==> src/rtl/ledpanel_fill.sv <==
// Bus controller in front of the ledpanel ctrl port: arbitrates host accesses against a
// rectangle-fill engine that issues one single-pixel frame-buffer write per transaction.
module ledpanel_fill #(
    parameter int unsigned SIZE = 1,
    parameter int unsigned XB   = 5 + $clog2(SIZE)
) (
    input  logic          clk,
    input  logic          reset,
    input  logic [3:0]    host_wr,
    input  logic          host_rd,
    input  logic [15:0]   host_addr,
    input  logic [31:0]   host_wdat,
    output logic [31:0]   host_rdat,
    output logic          host_done,
    input  logic          fill_start,
    input  logic [XB-1:0] fill_x0,
    input  logic [XB-1:0] fill_x1,
    input  logic [4:0]    fill_y0,
    input  logic [4:0]    fill_y1,
    input  logic [23:0]   fill_rgb,
    input  logic          fill_abort,
    output logic          fill_busy,
    output logic          fill_done,
    output logic [3:0]    ctrl_wr,
    output logic          ctrl_rd,
    output logic [15:0]   ctrl_addr,
    output logic [31:0]   ctrl_wdat,
    input  logic [31:0]   ctrl_rdat,
    input  logic          ctrl_done
);

    localparam logic [XB-1:0] XMax = XB'(32 * SIZE - 1);

    typedef enum logic [1:0] {StIdle, StHost, StFill} state_e;

    state_e        state_q, state_d;
    logic          last_fill_q;
    logic          host_req, fill_req;
    logic          grant_host, grant_fill;

    logic          busy_q, done_q, abort_q;
    logic [XB-1:0] x_q, x0_q, x1_q;
    logic [4:0]    y_q, y1_q;
    logic [23:0]   rgb_q;

    logic [3:0]    ctrl_wr_q;
    logic          ctrl_rd_q;
    logic [15:0]   ctrl_addr_q;
    logic [31:0]   ctrl_wdat_q;

    logic [XB-1:0] x0_clip, x1_clip;
    logic          start_ok, fill_ack, last_px, finish;

    assign host_rdat = ctrl_rdat;
    assign host_done = ctrl_done && (state_q == StHost);
    assign fill_busy = busy_q;
    assign fill_done = done_q;
    assign ctrl_wr   = ctrl_wr_q;
    assign ctrl_rd   = ctrl_rd_q;
    assign ctrl_addr = ctrl_addr_q;
    assign ctrl_wdat = ctrl_wdat_q;

    assign host_req = (|host_wr) || host_rd;
    // An abort arriving this cycle must already suppress the next fill grant.
    assign fill_req = busy_q && !abort_q && !fill_abort;

    always_comb begin
        state_d    = state_q;
        grant_host = 1'b0;
        grant_fill = 1'b0;
        unique case (state_q)
            StIdle: begin
                if (host_req && (!fill_req || last_fill_q)) begin
                    state_d    = StHost;
                    grant_host = 1'b1;
                end else if (fill_req) begin
                    state_d    = StFill;
                    grant_fill = 1'b1;
                end
            end
            StHost, StFill: begin
                if (ctrl_done) state_d = StIdle;
            end
            default: state_d = StIdle;
        endcase
    end

    always_ff @(posedge clk) begin
        if (reset) begin
            state_q     <= StIdle;
            last_fill_q <= 1'b1;
        end else begin
            state_q <= state_d;
            if (state_q != StIdle && ctrl_done) last_fill_q <= (state_q == StFill);
        end
    end

    always_ff @(posedge clk) begin
        if (reset) begin
            ctrl_wr_q   <= 4'b0;
            ctrl_rd_q   <= 1'b0;
            ctrl_addr_q <= 16'h0;
            ctrl_wdat_q <= 32'h0;
        end else if (grant_host) begin
            ctrl_wr_q   <= host_wr;
            ctrl_rd_q   <= host_rd;
            ctrl_addr_q <= host_addr;
            ctrl_wdat_q <= host_wdat;
        end else if (grant_fill) begin
            ctrl_wr_q   <= 4'b0111;
            ctrl_rd_q   <= 1'b0;
            ctrl_addr_q <= 16'({x_q, y_q, 2'b00});
            ctrl_wdat_q <= {8'h00, rgb_q};
        end else if (state_q != StIdle && ctrl_done) begin
            ctrl_wr_q <= 4'b0;
            ctrl_rd_q <= 1'b0;
        end
    end

    assign x0_clip  = (fill_x0 > XMax) ? XMax : fill_x0;
    assign x1_clip  = (fill_x1 > XMax) ? XMax : fill_x1;
    assign start_ok = fill_start && !busy_q && (x0_clip <= x1_clip) && (fill_y0 <= fill_y1);
    assign fill_ack = (state_q == StFill) && ctrl_done;
    assign last_px  = (x_q == x1_q) && (y_q == y1_q);
    // With no write in flight an abort ends the command at once; otherwise at its done.
    assign finish   = busy_q && ((fill_ack && (abort_q || fill_abort || last_px)) ||
                                 (fill_abort && state_q != StFill));

    always_ff @(posedge clk) begin
        if (reset) begin
            busy_q  <= 1'b0;
            done_q  <= 1'b0;
            abort_q <= 1'b0;
            x_q     <= '0;
            x0_q    <= '0;
            x1_q    <= '0;
            y_q     <= 5'd0;
            y1_q    <= 5'd0;
            rgb_q   <= 24'h0;
        end else begin
            done_q <= finish;
            if (start_ok) begin
                busy_q  <= 1'b1;
                abort_q <= 1'b0;
                x_q     <= x0_clip;
                x0_q    <= x0_clip;
                x1_q    <= x1_clip;
                y_q     <= fill_y0;
                y1_q    <= fill_y1;
                rgb_q   <= fill_rgb;
            end else if (finish) begin
                busy_q  <= 1'b0;
                abort_q <= 1'b0;
            end else begin
                if (busy_q && fill_abort) abort_q <= 1'b1;
                if (fill_ack) begin
                    if (x_q < x1_q) begin
                        x_q <= x_q + 1'b1;
                    end else begin
                        x_q <= x0_q;
                        y_q <= y_q + 1'b1;
                    end
                end
            end
        end
    end

endmodule
==> config.mk <==
export PLATFORM = sky130hd
export DESIGN_NAME = ledpanel_fill
export DESIGN_NICKNAME = d
export VERILOG_FILES = /design/src/rtl/ledpanel_fill.sv
export SDC_FILE = /design/constraint.sdc
export NUM_CORES = 1
export LEC_CHECK = 0
export CORE_ASPECT_RATIO = 1.5
export CORE_MARGIN = 1
export CORE_UTILIZATION = 40
export CTS_CLUSTER_SIZE = 28
export DETAILED_ROUTE_END_ITERATION = 16
export GPL_TIMING_DRIVEN = 0
export HOLD_SLACK_MARGIN = 0.12
export PLACE_DENSITY_LB_ADDON = 0.25
export SYNTH_ARGS = -nofsm -noshare
export SYNTH_HDL_FRONTEND = slang
export SYNTH_SLANG_ARGS = --single-unit
==> constraint.sdc <==
create_clock -name clk -period 2.7 [get_ports clk]
set_input_delay 0.405 -clock clk [delete_from_list [all_inputs] [get_ports clk]]
set_output_delay 0.405 -clock clk [all_outputs]
set_load 0.01 [all_outputs]
==> run_results.csv, run 1 <==
group,metric,value,unit
routing,vias,4975,
layout,syn_to_final_growth,47.9,%
sta,setup_violations,0,
critical_path,required,2.91,ns
global_route,grt_pass1_wl,23700,µm
sta,skew,0.00757,ns
routing,drc_errors,0,
placed_design,place_ws,-0.389,ns
cts,cts_tree,"yes",
critical_path,worstPathMaxFanout,10,
status,status,"completed",
layout,nNetsFinal,956,
layout,utilization,61.1,%
die,ios,222,
power,ir_worst_vdd,0.324,mV
global_route,grt-ovfl-total,0,
die,core,0.0120,mm²
yosys,synthFlopType,"dfxtp_1",
placed_design,hpwl,11800,µm
critical_path,critical_path.cell_chain,"clkdlybuf4s50_1, clkbuf_1, ha_1, o21ai_0, a21oi_1, o31a_1, or3_1, buf_2, buf_2, nand2_1, a21oi_1",
sta,rsz0062_at_grt,"false",
die,dieArea,0.0129,mm²
sta,fin_crit,2.53,ns
layout,final_cell_mix,"clkdlybuf4s50_1 (188), nand2_1 (120), dfxtp_1 (108)",
layout,fin_cells,960,
routing,ant_nets,0,
power,report.power.total,4.18,mW
yosys,yosys.cell_types.count,51,
yosys,netlist_instances,603,
yosys,syn-cell-area,0.00497,mm²
critical_path,arrival,2.74,ns
global_route,antenna_found_initial,0,
sta,slew_viol_final,0,
sta,worst_slew_pin_slew,0.642,ns
global_route,track_usage,23.3,%
placed_design,post_dp_cell_area,0.00704,mm²
power,power_leakage,2.86,nW
sta,fin_ws,0.174,ns
die,fp.dieW,93.0,µm
yosys,syn_area_per_cell,8.24,µm²
routing,drt_iter0_drc,212,
yosys,async_reset_ff_share,0,%
sta,finalHoldViolCount,0,
sta,period_share,93.6,%
layout,design_area,0.00735,mm²
placed_design,place.port_buffers,188,
cts,clk_pin_slew,0.07,ns
layout,diodes,0,
routing,drt_first_pass_iters,5,
sta,fin_hold_ws,0.457,ns
layout,drive_gt1_share,9.29,%
cts,root_buffer,"clkbuf_16",
critical_path,path_class,"input pin to register",
cts,cts_made_buffers,9,
routing,routedWlPerCell,15.6,µm
routing,routed_wl,15000,µm
critical_path,rrSetupSlack,0.31,ns
cts,post_cts_buffers,0,
cts,insertion_delay,0.35,ns
critical_path,end_kind,"register",
yosys,synth_edf_count,0,
placed_design,dp_cells,944,
die,rows,49,
die,start_util,41.3,%
yosys,syn_nets,757,
cts,cts_sinks,108,
critical_path,worst_path_max_delay_cell,"clkdlybuf4s50_1",
sta,fin_setup_tns,0,ns
critical_path,startpoint_type,"input pin",
global_route,first_global_vias,5050,
power,p_per_area,569,mW/mm²
hold_path,hp-class,"register to register",
yosys,yosysSeqAreaShare,43.5,%
die,die_h,138,µm
yosys,synth_seq_cells,108,
placed_design,place_congestion,0.862,
flow_run,maxCapViolCount,0,
sta,relSlewSlack,56.7,%
cts,clockBufferDepth,2,
cts,holdBufCountCts,0,
global_route,grt_max_degree,20,
cts,htreeDepth,3,
sta,max_freq,396,MHz
yosys,ys.warnings.count,0,
layout,mostFrequentLayoutCell,"clkdlybuf4s50_1",
critical_path,max_stage_delay,0.50,ns
routing,via_per_inst,5.18,
==> worst paths after layout <==
path	cells past startpoint	startpoint	to
worst max-delay path	11	fill_x0[2]	x1_q[2]
worst min-delay path	2	ctrl_addr[7]	ctrl_addr[7]
worst max register to register	7	x_q[1]	x_q[2]
worst min register to register	2	ctrl_addr[7]	ctrl_addr[7]
==> Yosys cell counts (8+ instances only) <==
master	n	area [µm²]
nor2_1	38	143
buf_4	32	240
nand2_1	120	450
dfxtp_1	108	2160
nand3_1	13	65.1
clkbuf_1	27	101
a21oi_1	81	405
inv_1	20	75.1
nor3_1	8	40.0
buf_2	13	65.1
ha_1	20	250
a22oi_1	50	375
==> power by group <==
part	internal, mW	switching, mW	leakage (nW)
logic	0.547	0.517	1.83
registers	1.73	0.0914	0.888
clock network	0.670	0.629	0.142
==> logic make-up (layout without fill, tap and decap cells) <==
logic type | count (synthesis) | after routing | synth area share [%]
DFF | 108 | 108 | 43.5
AOI/OAI and AO/OA | 166 | 166 | 21.6
muxes | 3 | 3 | 0.630
xor gates and xnor gates | 10 | 10 | 1.76
and+or+nand+nor | 201 | 201 | 17.4
buffers and inverters | 95 | 299 | 10.1
adders and majority gates | 20 | 20 | 5.04
==> area by class of cell <==
type | instances | area (µm²)
Timing Repair Buffer | 188 | 1880
Fill cell | 1103 | 4670
Clock buffer | 10 | 239
Multi-Input combinational cell | 400 | 2320
Inverter | 20 | 75.1
Sequential cell | 108 | 2160
Buffer | 75 | 428
Tap cell | 153 | 191
Clock inverter | 6 | 53.8
==> worst max-delay path, delay by kind of cell <==
kind            cells  cell delay [ns]
compound gates      4             0.60
fa+ha+maj           1             0.23
buf+inv             4             1.01
simple gates        2             0.48
==> metal layers <==
layer,vias to the layer above,routed length (µm),track usage (%)
met5,-,0,0
met4,0,353,10.2
met3,28,1010,5.12
met2,187,8150,43.8
met1,2313,5490,24.0
li1,2447,-,-
==> flip-flops by register name, summed over array words and instances, names as in the netlist, 2 cells and up <==
| name | cells |
|---|---|
| y_q | 5 |
| y1_q | 5 |
| state_q | 2 |
| ctrl_addr | 16 |
| x0_q | 5 |
| ctrl_wdat | 32 |
| x_q | 5 |
| ctrl_wr | 4 |
| x1_q | 5 |
| rgb_q | 24 |
==> timing repair <==
item | CTS | global route
hold endpoints to repair | 0 | 0
gates resized for setup | 1 | 4
endpoints found under the setup margin | 3 | 27
Power figures use the tool's default switching activity.
==> run 2: changes to the inputs <==
ABC_AREA = 1   (was default)
==> run 2 against run 1 <==
Effect of this change: non-clock buffer count is 5 lower; sequential cell count stayed put; combinational power is 4% higher; sequential share of layout area is 0.80 points lower; core utilization is 0.77 points lower; clock power is 5% higher; hold slack better by 0.0053 ns; highest routed layer unchanged.
==> run_results.csv, run 2 <==
group,metric,value,unit
global_route,track_usage,22.9,%
die,ios,222,
layout,drive_gt1_share,9.96,%
placed_design,place_congestion,0.878,
placed_design,dp_cells,1034,
cts,cts_tree,"yes",
sta,worst_slew_pin_slew,0.638,ns
layout,nNetsFinal,1043,
die,die_h,141,µm
critical_path,required,2.95,ns
critical_path,arrival,2.53,ns
cts,clk_pin_slew,0.07,ns
layout,utilization,60.4,%
sta,max_freq,438,MHz
cts,cts_sinks,108,
sta,fin_ws,0.419,ns
global_route,antenna_found_initial,0,
yosys,syn_nets,844,
critical_path,startpoint_type,"input pin",
critical_path,cp.buffers_inverters,4,
layout,final_cell_mix,"nand2_1 (215), clkdlybuf4s50_1 (188), dfxtp_1 (108)",
global_route,first_global_vias,4850,
cts,root_buffer,"clkbuf_16",
routing,drt_iter0_drc,190,
yosys,async_reset_ff_share,0,%
yosys,yosys.cell_types.count,36,
sta,rsz0062_at_grt,"false",
die,rows,50,
placed_design,place.port_buffers,188,
sta,fin_crit,2.28,ns
critical_path,worst_path_max_delay_cell,"clkdlybuf4s50_1",
routing,routed_wl,15100,µm
routing,drt_first_pass_iters,4,
placed_design,place_ws,0.0471,ns
yosys,yosys-top-cells-area,"dfxtp_1 (42%), nand2_1 (16%), a21oi_1 (9.6%)",
flow_run,maxCapViolCount,0,
cts,post_cts_buffers,0,
sta,skew,0.00486,ns
layout,fill_cells,1212,
power,report.power.total,4.28,mW
cts,cts_made_buffers,9,
layout,largest_reg_flops,32,
sta,setup_violations,0,
global_route,grt_max_degree,19,
routing,routedWlPerCell,14.4,µm
power,p_per_area,567,mW/mm²
die,core,0.0125,mm²
global_route,grt_pass1_wl,23500,µm
layout,syn_to_final_growth,46.2,%
die,dieArea,0.0134,mm²
cts,htreeDepth,3,
routing,via_per_inst,4.89,
yosys,syn-cell-area,0.00517,mm²
sta,slew_viol_final,0,
yosys,synth_edf_count,0,
routing,drc_errors,0,
critical_path,worstPathMaxFanout,10,
cts,insertion_delay,0.35,ns
yosys,yosysMostFrequentCell,"nand2_1",
hold_path,hp-class,"register to register",
sta,period_share,84.5,%
die,start_util,41.3,%
yosys,ys.warnings.count,0,
yosys,yosysSeqAreaShare,41.9,%
power,power_leakage,3.16,nW
cts,holdBufCountCts,0,
layout,mostFrequentLayoutCell,"nand2_1",
yosys,synth_top_area_share,41.9,%
yosys,yosys.area.top_type,"dfxtp_1",
critical_path,path_class,"input pin to register",
critical_path,critical_path.cell_chain,"clkdlybuf4s50_1, clkbuf_1, ha_1, nand2_1, nor2_1, nand2_1, nand2_1, nand3_2, inv_2, buf_4, o21ai_0, nor2_1, nor2_1",
yosys,synth_seq_cells,108,
cts,cts.repair.resized,0,
critical_path,end_kind,"register",
power,ir_worst_vdd,0.288,mV
status,status,"completed",
yosys,syn_area_per_cell,7.49,µm²
cts,clockBufferDepth,2,
routing,ant_nets,0,
critical_path,max_stage_delay,0.43,ns
yosys,synthFlopType,"dfxtp_1",
layout,diodes,0,
placed_design,hpwl,11700,µm
critical_path,path_delay_family,"buffers and inverters",
routing,vias,5134,
die,fp.dieW,94.8,µm
yosys,yosys-top-cells-count,"nand2_1 (215), dfxtp_1 (108), a21oi_1 (99), inv_1 (47), buf_4 (37)",
yosys,netlist_instances,690,
sta,finalHoldViolCount,0,
global_route,grt-ovfl-total,0,
sta,fin_setup_tns,0,ns
layout,fin_cells,1050,
sta,relSlewSlack,57.5,%
[run 2: cell families (layout without fill, tap and decap cells)]
kind of cell | after synthesis | after routing | synth area share, %
and+or+nand+nor | 279 | 279 | 22.8
AOI/OAI and AO/OA | 156 | 156 | 17.0
buffers and inverters | 122 | 326 | 12.6
DFF | 108 | 108 | 41.9
adders and majority gates | 20 | 20 | 4.84
xor gates and xnor gates | 5 | 5 | 0.848
[run 2: routing by layer]
| layer | global-route usage, % | share of wire, % | wire (µm) |
|---|---|---|---|
| met1 | 24.7 | 39 | 5900 |
| met2 | 42.7 | 53 | 7950 |
| met3 | 3.02 | 6.3 | 947 |
| met4 | 10.7 | 2.2 | 334 |
| met5 | 0 | 0 | 0 |
[run 2: layout make-up]
type                       instances  area [µm²]  area share, %
tap                              156         195           2.58
sequential                       108        2160           28.6
buffer                            70         450           5.96
clock inverter                     6        71.3          0.944
multi-input combinational        460        2350           31.1
timing repair buffer             188        1880           24.9
clock buffer                      10         239           3.16
inverter                          52         203           2.68
[run 2: path summary, 6_finish.rpt]
check	from	endpoint	slack, ns	depth (start not counted)
worst max register to register	x_q[0]	x_q[4]	0.69	12
worst min register to register	ctrl_wdat[26]	ctrl_wdat[26]	0.46	2
worst max-delay path	fill_x0[4]	y_q[3]	0.42	13
worst min-delay path	ctrl_wdat[26]	ctrl_wdat[26]	0.46	2
[run 2: worst min-delay path: stages, from the launching register on]
cell and delay, ns:
dfxtp_1 0.31, nand2_1 0.06, a21oi_1 0.05
[run 2: where the power goes]
part	switching, mW	internal, mW
clock network	0.615	0.755
logic	0.553	0.551
registers	0.0811	1.73
total	1.25	3.03
[run 2: through the flow]
stage	hold WS [ns]	instance area (µm²)
floorplan	0.433	5170
global placement	0.448	7240
detailed placement	0.451	7240
CTS	0.462	7550
global route	0.478	7550
finish	0.463	7550
